**src/rtl/frame_dump_pkg.sv**
```systemverilog
// frame_dump_pkg: shared definitions for the frame dump window controller.
//   chan_state_e  per-channel window state
//   FW_DEFAULT    default frame counter width
//   LW_DEFAULT    default window length counter width
package frame_dump_pkg;

  localparam int unsigned FW_DEFAULT = 32;
  localparam int unsigned LW_DEFAULT = 16;

  typedef enum logic [1:0] {
    ST_IDLE   = 2'd0,
    ST_WAIT   = 2'd1,
    ST_ACTIVE = 2'd2,
    ST_DONE   = 2'd3
  } chan_state_e;

endpackage

```
**src/rtl/frame_dump_chan.sv**
```systemverilog
// frame_dump_chan: one dump channel - window FSM plus remaining-frame counter.
// Ports:
//   clk, rst       clock, synchronous active-high reset
//   cfg_hit_i      configuration write addressed to this channel
//   cfg_start_i    frame number that opens the window
//   cfg_len_i      window length in frames (0 = open until reconfigured)
//   fall_i         qualified frame boundary (vsync falling edge, run gated)
//   frame_cnt_i    frame counter value before this boundary's increment
//   active_d_o     next-state window open (for edge pulse generation)
//   active_o       window open
//   done_o         window has closed
module frame_dump_chan
  import frame_dump_pkg::*;
#(
  parameter int unsigned FW = FW_DEFAULT,
  parameter int unsigned LW = LW_DEFAULT
) (
  input  logic          clk,
  input  logic          rst,
  input  logic          cfg_hit_i,
  input  logic [FW-1:0] cfg_start_i,
  input  logic [LW-1:0] cfg_len_i,
  input  logic          fall_i,
  input  logic [FW-1:0] frame_cnt_i,
  output logic          active_d_o,
  output logic          active_o,
  output logic          done_o
);

  chan_state_e   state_q, state_d;
  logic [FW-1:0] start_q, start_d;
  logic [LW-1:0] len_q, len_d;
  logic [LW-1:0] remain_q, remain_d;

  always_comb begin
    state_d  = state_q;
    start_d  = start_q;
    len_d    = len_q;
    remain_d = remain_q;
    // A config write takes priority over a frame boundary in the same cycle.
    if (cfg_hit_i) begin
      start_d = cfg_start_i;
      len_d   = cfg_len_i;
      state_d = ST_WAIT;
    end else if (fall_i) begin
      case (state_q)
        ST_WAIT: begin
          if (frame_cnt_i == start_q) begin
            state_d  = ST_ACTIVE;
            remain_d = len_q;
          end
        end
        ST_ACTIVE: begin
          // len 0 keeps the window open with remain held.
          if (len_q != '0) begin
            if (remain_q == LW'(1)) state_d = ST_DONE;
            else                    remain_d = remain_q - LW'(1);
          end
        end
        default: ;
      endcase
    end
  end

  always_ff @(posedge clk) begin
    if (rst) begin
      state_q  <= ST_IDLE;
      start_q  <= '0;
      len_q    <= '0;
      remain_q <= '0;
    end else begin
      state_q  <= state_d;
      start_q  <= start_d;
      len_q    <= len_d;
      remain_q <= remain_d;
    end
  end

  assign active_d_o = (state_d == ST_ACTIVE);
  assign active_o   = (state_q == ST_ACTIVE);
  assign done_o     = (state_q == ST_DONE);

endmodule

```
**src/rtl/frame_dump_ctrl.sv**
```systemverilog
// frame_dump_ctrl: frame-synchronous multi-channel dump window controller.
// Counts frames on the vsync falling edge and opens up to CH dump windows.
// Build option: define DUMP_LOADROM_EN to hold counting until the first
// falling edge of downloading after reset.
// Ports:
//   clk, rst        clock, synchronous active-high reset
//   VGA_VS          vertical sync (synchronous to clk)
//   downloading     ROM download in progress
//   cfg_we/cfg_ch   channel configuration write strobe / channel index
//   cfg_start       frame number that opens the window
//   cfg_len         window length in frames (0 = open until reconfigured)
//   frame_cnt       completed frames since run start
//   dump_en         per-channel window open
//   ch_done         per-channel window closed
//   dump_any        OR of dump_en
//   dump_on/off     one-cycle pulses on dump_any rising/falling
module frame_dump_ctrl
  import frame_dump_pkg::*;
#(
  parameter int unsigned CH = 2,
  parameter int unsigned FW = FW_DEFAULT,
  parameter int unsigned LW = LW_DEFAULT
) (
  input  logic                                clk,
  input  logic                                rst,
  input  logic                                VGA_VS,
  input  logic                                downloading,
  input  logic                                cfg_we,
  input  logic [((CH > 1) ? $clog2(CH) : 1)-1:0] cfg_ch,
  input  logic [FW-1:0]                       cfg_start,
  input  logic [LW-1:0]                       cfg_len,
  output logic [FW-1:0]                       frame_cnt,
  output logic [CH-1:0]                       dump_en,
  output logic [CH-1:0]                       ch_done,
  output logic                                dump_any,
  output logic                                dump_on,
  output logic                                dump_off
);

  localparam int unsigned CW = (CH > 1) ? $clog2(CH) : 1;

  logic          vs_q, vs_l, vs_fall_q;
  logic          run;
  logic          fall;
  logic [FW-1:0] frame_cnt_q;
  logic [CH-1:0] en_d, en_q, done;
  logic          dump_on_q, dump_off_q;

  // The falling edge is itself registered so that frame-boundary effects
  // land two edges after VGA_VS is first sampled low.
  always_ff @(posedge clk) begin
    if (rst) begin
      vs_q      <= 1'b0;
      vs_l      <= 1'b0;
      vs_fall_q <= 1'b0;
    end else begin
      vs_q      <= VGA_VS;
      vs_l      <= vs_q;
      vs_fall_q <= vs_l & ~vs_q;
    end
  end

`ifdef DUMP_LOADROM_EN
  logic dl_q, run_q;

  always_ff @(posedge clk) begin
    if (rst) begin
      dl_q  <= 1'b0;
      run_q <= 1'b0;
    end else begin
      dl_q <= downloading;
      if (dl_q & ~downloading) run_q <= 1'b1;
    end
  end

  assign run = run_q;
`else
  logic unused_downloading;
  assign unused_downloading = downloading;
  assign run = 1'b1;
`endif

  assign fall = vs_fall_q & run;

  always_ff @(posedge clk) begin
    if (rst) frame_cnt_q <= '0;
    else if (fall) frame_cnt_q <= frame_cnt_q + FW'(1);
  end

  for (genvar i = 0; i < CH; i++) begin : g_ch
    frame_dump_chan #(
      .FW (FW),
      .LW (LW)
    ) u_chan (
      .clk         (clk),
      .rst         (rst),
      .cfg_hit_i   (cfg_we && (cfg_ch == CW'(i))),
      .cfg_start_i (cfg_start),
      .cfg_len_i   (cfg_len),
      .fall_i      (fall),
      .frame_cnt_i (frame_cnt_q),
      .active_d_o  (en_d[i]),
      .active_o    (en_q[i]),
      .done_o      (done[i])
    );
  end

  // Pulses come from next-state dump_any so they align with the dump_en edge.
  always_ff @(posedge clk) begin
    if (rst) begin
      dump_on_q  <= 1'b0;
      dump_off_q <= 1'b0;
    end else begin
      dump_on_q  <= (|en_d) & ~(|en_q);
      dump_off_q <= ~(|en_d) & (|en_q);
    end
  end

  assign frame_cnt = frame_cnt_q;
  assign dump_en   = en_q;
  assign ch_done   = done;
  assign dump_any  = |en_q;
  assign dump_on   = dump_on_q;
  assign dump_off  = dump_off_q;

endmodule
```
**config.mk**
```make
export PLATFORM = sky130hd
export DESIGN_NAME = frame_dump_ctrl
export DESIGN_NICKNAME = d
export VERILOG_FILES = /design/src/rtl/frame_dump_pkg.sv /design/src/rtl/frame_dump_chan.sv /design/src/rtl/frame_dump_ctrl.sv
export SDC_FILE = /design/constraint.sdc
export NUM_CORES = 1
export LEC_CHECK = 0
export BUFFER_PORTS_ARGS = -buffer_cell sky130_fd_sc_hd__buf_2
export CAP_MARGIN = 40
export CELL_PAD_IN_SITES_DETAIL_PLACEMENT = 0
export CELL_PAD_IN_SITES_GLOBAL_PLACEMENT = 1
export CORE_MARGIN = 2
export CORE_UTILIZATION = 45
export CTS_CLUSTER_SIZE = 16
export DETAILED_ROUTE_END_ITERATION = 10
export GPL_TIMING_DRIVEN = 1
export HOLD_SLACK_MARGIN = 0.05
export PLACE_DENSITY = 0.85
export SLEW_MARGIN = 20
export SYNTH_ARGS = -nofsm -noshare
export SYNTH_HDL_FRONTEND = slang
export SYNTH_HIERARCHICAL = 1
export SYNTH_SLANG_ARGS = --single-unit
```
**constraint.sdc**
```tcl
create_clock -name clk -period 2.38 [get_ports clk]
set_clock_uncertainty 0.15 [all_clocks]
set_input_delay 0.119 -clock clk [delete_from_list [all_inputs] [get_ports clk]]
set_output_delay 0.119 -clock clk [all_outputs]
set_load 0.01 [all_outputs]
```
Word level (Yosys, flattened, before mapping)
Cells that the tools add are included.
{ "word_totals": {"reg_bits": 169, "inputBits": 54, "out_inout_bits": 39, "word_cells": 74} }
{ "op_classes": {"n_addsub": 3, "n_eq_ne": 18, "n_mux": 20, "bitwise": 9, "n_reduce_logical": 10} }
{ "op_table": {"columns": ["operator", "count"], "rows": [
  ["$mux W16", 6],
  ["$eq A32 B32 Y1", 2],
  ["$pmux W16 S2", 2],
  ["$add A32 B1 Y32 const B", 1],
  ["$eq A16 B1 Y1 const B", 2],
  ["$reduce_bool A16 Y1", 2],
  ["$sub A16 B1 Y16 const B", 2],
  ["$mux W2", 10],
  ["$eq A2 B2 Y1 const B", 6],
  ["$reduce_and A6 Y1", 2],
  ["$ne A2 B2 Y1 const B", 4],
  ["$pmux W2 S2", 2],
  ["$not A1 Y1", 6],
  ["$eq A2 B1 Y1 const B", 2],
  ["$ne A2 B1 Y1 const B", 2],
  ["$reduce_bool A2 Y1", 2],
  ["$reduce_or A2 Y1", 2],
  ["$and A1 B1 Y1", 3],
  ["$logic_and A1 B1 Y1", 2]
]} }

Logic depth before layout (Yosys ltp)
Gate-level depths: netlist of the first run.
{ "depth": {"word_depth": 10, "depth_mapped": 11, "mapped_depth_nobuf": 11} }

Cells and area by module
Netlist of the first run, hierarchy kept.
{ "by_module_without_submodules": {"columns": ["mod", "instances", "cells_per_inst", "area_per_inst_um2", "seq_area_each_um2"], "rows": [
  ["frame_dump_chan", 2, 364, 3318.2, 1321.3],
  ["frame_dump_ctrl", 1, 190, 1651.6, 740.7]
]} }

Worst setup path after synthesis of the first run
OpenSTA, ideal clock, no wires.
{ "synth_timing": {"path_type": "register to register", "start": "register frame_cnt_q[0] (netlist: frame_cnt[0])", "end": "register frame_cnt_q[28] (netlist: frame_cnt[28])", "setup_ps": 70, "t_arrival_ps": 2005, "required_ps": 2160, "slack_ps": 154, "stages_incl_launch_ff": 6, "n_path_buf": 0, "period_less_slack_ps": 2226, "path_cell_list": "dfxtp_1 ha_1 nand2_1 or4_1 or4_1 a21oi_1"} }
{ "synth_via": {"elab_chain_cells": 1} }
{ "synth_rtl": {"columns": ["item", "line_no", "text"], "rows": [
  ["from (decl)", "frame_dump_ctrl.sv:45", "logic [FW-1:0] frame_cnt_q;"],
  ["from (signal assigned)", "frame_dump_ctrl.sv:87", "else if (fall) frame_cnt_q <= frame_cnt_q + FW'(1);"],
  ["$add A32 B1 Y32", "frame_dump_ctrl.sv:87", null]
]} }
Every way passes these cells.
A chain may end at the register's enable or synchronous reset.

Final worst setup path of the first run
{ "layout_timing": {"start": "register g_ch[1].u_chan.start_q[18]", "end": "register dump_off_q (netlist: dump_off)"} }
{ "layout_via": {"elab_chain_cells": 9} }
{ "layout_rtl": {"columns": ["item", "line_no", "text"], "rows": [
  ["from (decl)", "frame_dump_chan.sv:31", "logic [FW-1:0] start_q, start_d;"],
  ["from (signal assigned)", "frame_dump_chan.sv:73", "start_q <= start_d;"],
  ["$eq A32 B32 Y1", "frame_dump_chan.sv:48", "if (frame_cnt_i == start_q) begin"],
  ["$mux W2", "frame_dump_chan.sv:48", null],
  ["$pmux W2 S2", "frame_dump_chan.sv:46", "case (state_q)"],
  ["$mux W2", "frame_dump_chan.sv:45", "end else if (fall_i) begin"],
  ["$mux W2", "frame_dump_chan.sv:41", "if (cfg_hit_i) begin"],
  ["$eq A2 B2 Y1", "frame_dump_chan.sv:79", "assign active_d_o = (state_d == ST_ACTIVE);"],
  ["net en_d[1]", "frame_dump_ctrl.sv:46", "logic [CH-1:0] en_d, en_q, done;"],
  ["$reduce_or A2 Y1", "frame_dump_ctrl.sv:115", "dump_off_q <= ~(|en_d) & (|en_q);"],
  ["$not A1 Y1", "frame_dump_ctrl.sv:115", null],
  ["$and A1 B1 Y1", "frame_dump_ctrl.sv:115", null],
  ["to (signal assigned)", "frame_dump_ctrl.sv:115", null],
  ["to (decl)", "frame_dump_ctrl.sv:47", "logic dump_on_q, dump_off_q;"]
]} }
The timed path passes the listed nets, and every way through them passes these cells.

==> impl_metrics.py, run 1 <==
metrics = {
    "logic_synthesis": {
        "yosys.area.top_type_share_pct": 40.8,
        "ys_types": 48,
        "ys_top_cells_by_area": "dfxtp_1 (41%), mux2i_1 (13%), xor2_1 (7.5%)",
        "syn_avg_cell_area_um2": 9.03,
        "yosys.area.top_type": "dfxtp_1",
        "synth_fp_nets": 985,
        "seq_area_frac_synth_pct": 40.8,
        "ys_warn_count": 6,
        "synthFlopType": "dfxtp_1",
        "syn_area_um2": 8290,
        "ys_ff_latch": 169,
        "synthArstFlopShare_pct": 0,
        "syn_inst": 918,
        "synth-edff-count": 0,
    },
    "sta": {
        "max_clock_freq_mhz": 420,
        "setup_viol": 1,
        "drv_slew": 0,
        "fin_ws_ns": -0.000139,
        "rsz0062_at_grt": "yes",
        "slew_headroom_pct": 65.7,
        "holdWs_ns": 0.0752,
        "hold_viol_final": 0,
        "post-route-period-util_pct": 100,
        "setup-tns-final_ns": -0.000139,
        "tightest_slew_ns": 0.514,
        "fin_crit_ns": 2.38,
    },
    "clocking": {
        "cts_tree": "built",
        "cts_max_path_buffers": 2,
        "cts-buffers-inserted": 17,
        "cts_htree_levels": 4,
        "clk_pin_slew_ns": 0.07,
        "cts.sinks": 169,
        "clk_latency_ns": 0.44,
        "cts.root.buffer_cell": "clkbuf_16",
    },
    "critical_path": {
        "worstPathMaxFanout": 2,
        "cp.arrival_ns": 2.55,
        "ff2ff_path_depth": 11,
        "r2r_end": "dump_off",
        "path_buf_inv": 1,
        "critPathCapture": "dump_off",
        "worst-path-stages": 11,
        "startpoint": "g_ch[1].u_chan/start_q[18]",
        "rr_startpoint": "g_ch[1].u_chan/start_q[18]",
        "critPathSlowestCell": "a221o_1",
        "cp-end-kind": "register",
        "cp-start-kind": "register",
        "crit_chain": "xor2_1 -> nor4_2 -> nand4_1 -> buf_4 -> nor2_1 -> o21ai_0 -> a221o_1 -> nor2_2 -> nor2_2 -> nand2_1 -> nor2_1",
        "path_delay_family": "simple AND/OR/NAND/NOR gates",
        "worst-setup-path-type": "register to register",
        "crit_required_ns": 2.55,
        "slowest_delay_ns": 0.34,
        "r2r_setup_slack_ns": -0.0001,
    },
    "place": {
        "dpl_worst_slack_ns": -0.172,
        "portBuffers": 91,
        "hpwl_mm": 15.5,
        "gp_congestion": 0.836,
    },
    "status": {
        "failed_checks": "setup timing",
        "status": "finished with violations",
    },
    "pwr": {
        "power_density_nw_per_um2": 597,
        "vdd_drop_max_uv": 579,
        "p_leak_nw": 4.69,
    },
    "cells_and_area": {
        "syn_to_final_growth_pct": 30.6,
        "drive_gt1_share_pct": 22.5,
        "fin_util_pct": 60.0,
        "layout_common_cells": "dfxtp_1 (162), nor2_1 (145), mux2i_1 (111)",
        "fin_nets": 1184,
        "layout_commonest_cell": "dfxtp_1",
        "n_antenna_cell": 0,
    },
    "detailed_routing": {
        "drt_first_pass_iters": 5,
        "drtIter0Drc": 386,
        "finalWirelength_mm": 22.3,
        "wl_per_cell_um": 16.4,
        "vias_per_cell": 5.41,
        "ant_nets": 0,
        "route.vias.total": 7350,
        "drc": 0,
    },
    "grt": {
        "overflow": 0,
        "antenna_found_initial": 0,
        "grt_pass1_wl_mm": 35.4,
        "grt_start_max_net_pins": 45,
        "first_global_vias": 7019,
        "grtUsageTotal_pct": 22.5,
    },
    "die": {
        "die_w_um": 140,
        "die_height_um": 140,
        "die_area_um2": 19500,
        "start_util_pct": 46.0,
        "rows": 49,
        "ios": 93,
        "core_area_um2": 18000,
    },
    "worst_hold_path": {
        "min_path_type": "input port to register",
        "whs_path_depth": 4,
    },
    "job": {
        "cap_violations": 0,
    },
}
## cell families (layout without fill, tap and decap cells)
group	Yosys count	count (layout)	share of synthesized area, %
AOI/OAI and AO/OA	130	130	10.1
xor gates and xnor gates	74	74	7.82
adders and majority gates	13	13	1.96
buffers and inverters	67	278	3.47
DFF	169	169	40.8
muxes	115	115	13.9
and+or+nand+nor	350	351	21.9
## state kept, by name, summed over array words and instances (netlist names)
signal	count
vs_q	1
dump_on	1
g_ch.u_chan/start_q	64
fall	1
frame_cnt	32
vs_l	1
g_ch.u_chan/len_q	32
g_ch.u_chan/state_q	4
dump_off	1
g_ch.u_chan/remain_q	32
## worst min path at each step
stage	startpoint	endpoint	slack (ns)
floorplan	VGA_VS	vs_q	0.1
global route	cfg_we	g_ch[1].u_chan/state_q[1]	0.12
detailed placement	VGA_VS	vs_q	0.20
global placement	VGA_VS	vs_q	0.19
finish	cfg_we	g_ch[1].u_chan/state_q[1]	0.08
CTS	cfg_we	g_ch[1].u_chan/state_q[1]	0.07
## through the flow
step / total power, mW / cells / instance area [um^2]
3_3_place_gp: 3.53 / 1269 / 9480
2_1_floorplan: 3.35 / 918 / 8290
4_1_cts: 6.49 / 1355 / 10700
3_5_place_dp: 3.54 / 1269 / 9480
6_report: 6.46 / 1359 / 10800
5_1_grt: 6.68 / 1359 / 10800
## cell type report
class,instances,area [um^2]
clock inverters,15,198
well taps,229,287
repair buffers,231,1710
flip-flops and latches,169,3390
clock buffers,17,425
multi-input cells,683,4750
fillers,1567,7200
inverters,15,56.3
## synth_stat cells, types with 16 or more instances
library cell and instances:
nand3_1 16, o21ai_0 23, dfxtp_1 169, or4_1 16, nand2b_1 22, clkbuf_1 29
nor2_1 147, a21oi_1 47, xor2_1 71, mux2i_1 111, nor4_1 28, nor2b_1 21
nand4_1 16, nand2_1 30
## worst reg2reg max path, cell delays in order (launching register included)
cell and delay (ns):
dfxtp_2 0.33, xor2_1 0.17, nor4_2 0.33, nand4_1 0.25
buf_4 0.21, nor2_1 0.07, o21ai_0 0.08, a221o_1 0.34
nor2_2 0.17, nor2_2 0.07, nand2_1 0.06, nor2_1 0.03
## per-layer routing
metal	global-route usage, %	share of wire (%)	up-vias	routed length (um)
met1	29.1	45	3455	9930
met2	37.1	48	185	10700
met4	9.79	2.9	0	637
met3	3.75	4.5	41	1010
li1	-	-	3669	-
met5	0	0	-	0
## repair_timing
action	4_1_cts	5_1_grt
setup endpoints to repair	28	45
pin swaps	12	13
hold endpoints to repair	106	0
hold buffers	50	0
resized for setup	8	31
gates cloned	1	1
setup buffers	4	3
## where the power goes
group | internal (mW) | switching, mW
clock network | 1.53 | 1.36
logic | 0.293 | 0.293
registers | 2.91 | 0.0673
Power figures use the tool's default switching activity.
==> run 2, diff against run 1 <==
- BUFFER_PORTS_ARGS: -buffer_cell sky130_fd_sc_hd__buf_2 -> not set
- CORE_UTILIZATION: 45 -> 49
- DONT_BUFFER_PORTS: not set -> 1
==> run 2 against run 1 <==
Against the previous run: the run still ends with setup timing left; cell area increased by 2.0%; hold slack got worse by 0.0060 ns; critical path depth shrank 2; critical endpoint is now g_ch[1].u_chan/remain_q[7]; sequential share of layout area is 0.47 points lower; routed wire length is 5.6% higher; first-iteration DRC count is 18% higher; combinational power fell by 6.3%; die area down 7.9%; clock power decreased by 1%; utilization rose by 6.5 points; largest cell class unchanged; fmax decreased by 2.3%.
==> impl_metrics.py, run 2 (synthesis results as in run 1) <==
metrics = {
    "sta": {
        "slew_headroom_pct": 63.8,
        "fin_crit_ns": 2.43,
        "post-route-period-util_pct": 102,
        "setup_viol": 16,
        "max_clock_freq_mhz": 411,
        "tightest_slew_ns": 0.542,
        "fin_ws_ns": -0.0549,
        "rsz0062_at_grt": "yes",
        "drv_slew": 0,
        "hold_viol_final": 0,
    },
    "critical_path": {
        "cp-start-kind": "register",
        "ff2ff_path_depth": 9,
        "crit_required_ns": 2.58,
        "cp.arrival_ns": 2.64,
        "cp-end-kind": "register",
        "worstPathMaxFanout": 7,
        "worst-setup-path-type": "register to register",
    },
    "cells_and_area": {
        "drive_gt1_share_pct": 16.6,
        "syn_to_final_growth_pct": 33.2,
        "top_register": "g_ch.u_chan/start_q",
        "layout_common_cells": "dfxtp_1 (151), nor2_1 (145), dlygate4sd3_1 (112)",
        "layout_commonest_cell": "dfxtp_1",
        "postLayoutCellArea_um2": 11000,
        "n_antenna_cell": 0,
        "largest_reg_flops": 64,
        "fin_nets": 1160,
        "instances_no_fill": 1326,
    },
    "detailed_routing": {
        "finalWirelength_mm": 23.5,
        "drtIter0Drc": 457,
        "wl_per_cell_um": 17.7,
        "vias_per_cell": 5.55,
        "drt_first_pass_iters": 5,
        "drc": 0,
        "ant_nets": 0,
        "route.vias.total": 7363,
    },
    "clocking": {
        "cts_tree": "built",
        "clk_latency_ns": 0.44,
        "cts.sinks": 169,
        "clk_pin_slew_ns": 0.07,
        "cts_htree_levels": 4,
        "cts.root.buffer_cell": "clkbuf_16",
        "cts-buffers-inserted": 17,
        "cts_max_path_buffers": 2,
    },
    "grt": {
        "grt_start_max_net_pins": 111,
        "grtUsageMet1_pct": 31.0,
        "overflow": 0,
        "use_met3_pct": 8.16,
        "use_met2_pct": 45.4,
        "grt_pass1_wl_mm": 37.4,
        "top_usage_layer": "met2",
        "antenna_found_initial": 0,
        "first_global_vias": 7428,
        "grtUsageTotal_pct": 26.3,
    },
    "status": {
        "status": "finished with violations",
        "failed_checks": "setup timing",
    },
    "place": {
        "hpwl_mm": 14.7,
        "place_area_um2": 9000,
        "portBuffers": 0,
        "placedCellCount": 1170,
        "gp_congestion": 0.812,
    },
    "die": {
        "rows": 47,
        "start_util_pct": 50.0,
        "die_height_um": 134,
        "die_w_um": 134,
        "core_area_um2": 16600,
        "die_area_um2": 18000,
        "ios": 93,
    },
    "worst_hold_path": {
        "whs_path_depth": 3,
        "min_path_type": "input port to register",
    },
    "pwr": {
        "p_leak_nw": 4.83,
        "power_density_nw_per_um2": 578,
        "vdd_drop_max_uv": 524,
    },
    "job": {
        "cap_violations": 0,
    },
}
==> run 2: changes by cell type in the layout (fill, tap and decap cells not counted), moves of 5 or more <==
| cell | delta |
|---|---|
| dfxtp_1 | -11 |
| dfxtp_2 | +10 |
| dlygate4sd3_1 | +62 |
| inv_8 | -5 |
| buf_2 | -89 |
==> run 2: what timing repair did <==
| item | CTS | global route |
|---|---|---|
| setup buffers | 1 | 6 |
| pin swaps | 17 | 27 |
| hold buffers | 113 | 0 |
| hold endpoints to repair | 169 | 0 |
| cloned | 3 | 1 |
| setup endpoints to repair | 27 | 42 |
| gates resized for setup | 20 | 42 |
==> run 2: report_power, final <==
group,internal [mW],switching [mW]
registers,2.91,0.0711
logic,0.305,0.245
clock network,1.60,1.25
==> run 2: final cells by class <==
class	count	area, um^2
inverters	15	56.3
well taps	220	275
flip-flops and latches	169	3410
clock buffers	18	439
multi-input cells	683	4760
repair buffers	207	1930
fillers	1327	5550
clock inverters	14	163
==> run 2: final timing paths <==
kind	start	endpoint	slack [ns]
min	cfg_we	g_ch[0].u_chan/state_q[1]	0.07
min reg2reg	g_ch[1].u_chan/remain_q[14]	g_ch[1].u_chan/remain_q[14]	0.32
max reg2reg	frame_cnt[2]	g_ch[1].u_chan/remain_q[7]	-0.05
max	frame_cnt[2]	g_ch[1].u_chan/remain_q[7]	-0.05
==> run 2: per-layer routing <==
layer  routed length [um]  up-vias
met3                 1700       42
met4                  600        0
met5                    0        -
li1                     -     3603
met1                 9470     3512
met2                11700      206
==> run 2: through the flow <==
step           util (%)  hold WS, ns  setup TNS [ns]  total power, mW  setup WS, ns
6_report           66.6       0.0692          -0.386             6.38       -0.0549
5_1_grt            66.6        0.113           -3.82             6.60        -0.176
2_1_floorplan         -       0.0972               0             3.35         0.154
4_1_cts            65.5       0.0772          -0.118             6.39       -0.0181
3_5_place_dp       54.3       0.0547           -1.62             3.42        -0.158
3_3_place_gp       54.3       0.0524           -1.92             3.42        -0.184
==> run 2: critical path, cell delays in order, from the launching register on <==
cell      delay (ns)
dfxtp_4         0.36
xor2_1          0.14
nor4_1          0.31
buf_4           0.16
nand4_1         0.16
o21ai_2         0.26
nand4b_4        0.24
buf_12          0.21
buf_8           0.12
o32ai_2         0.25
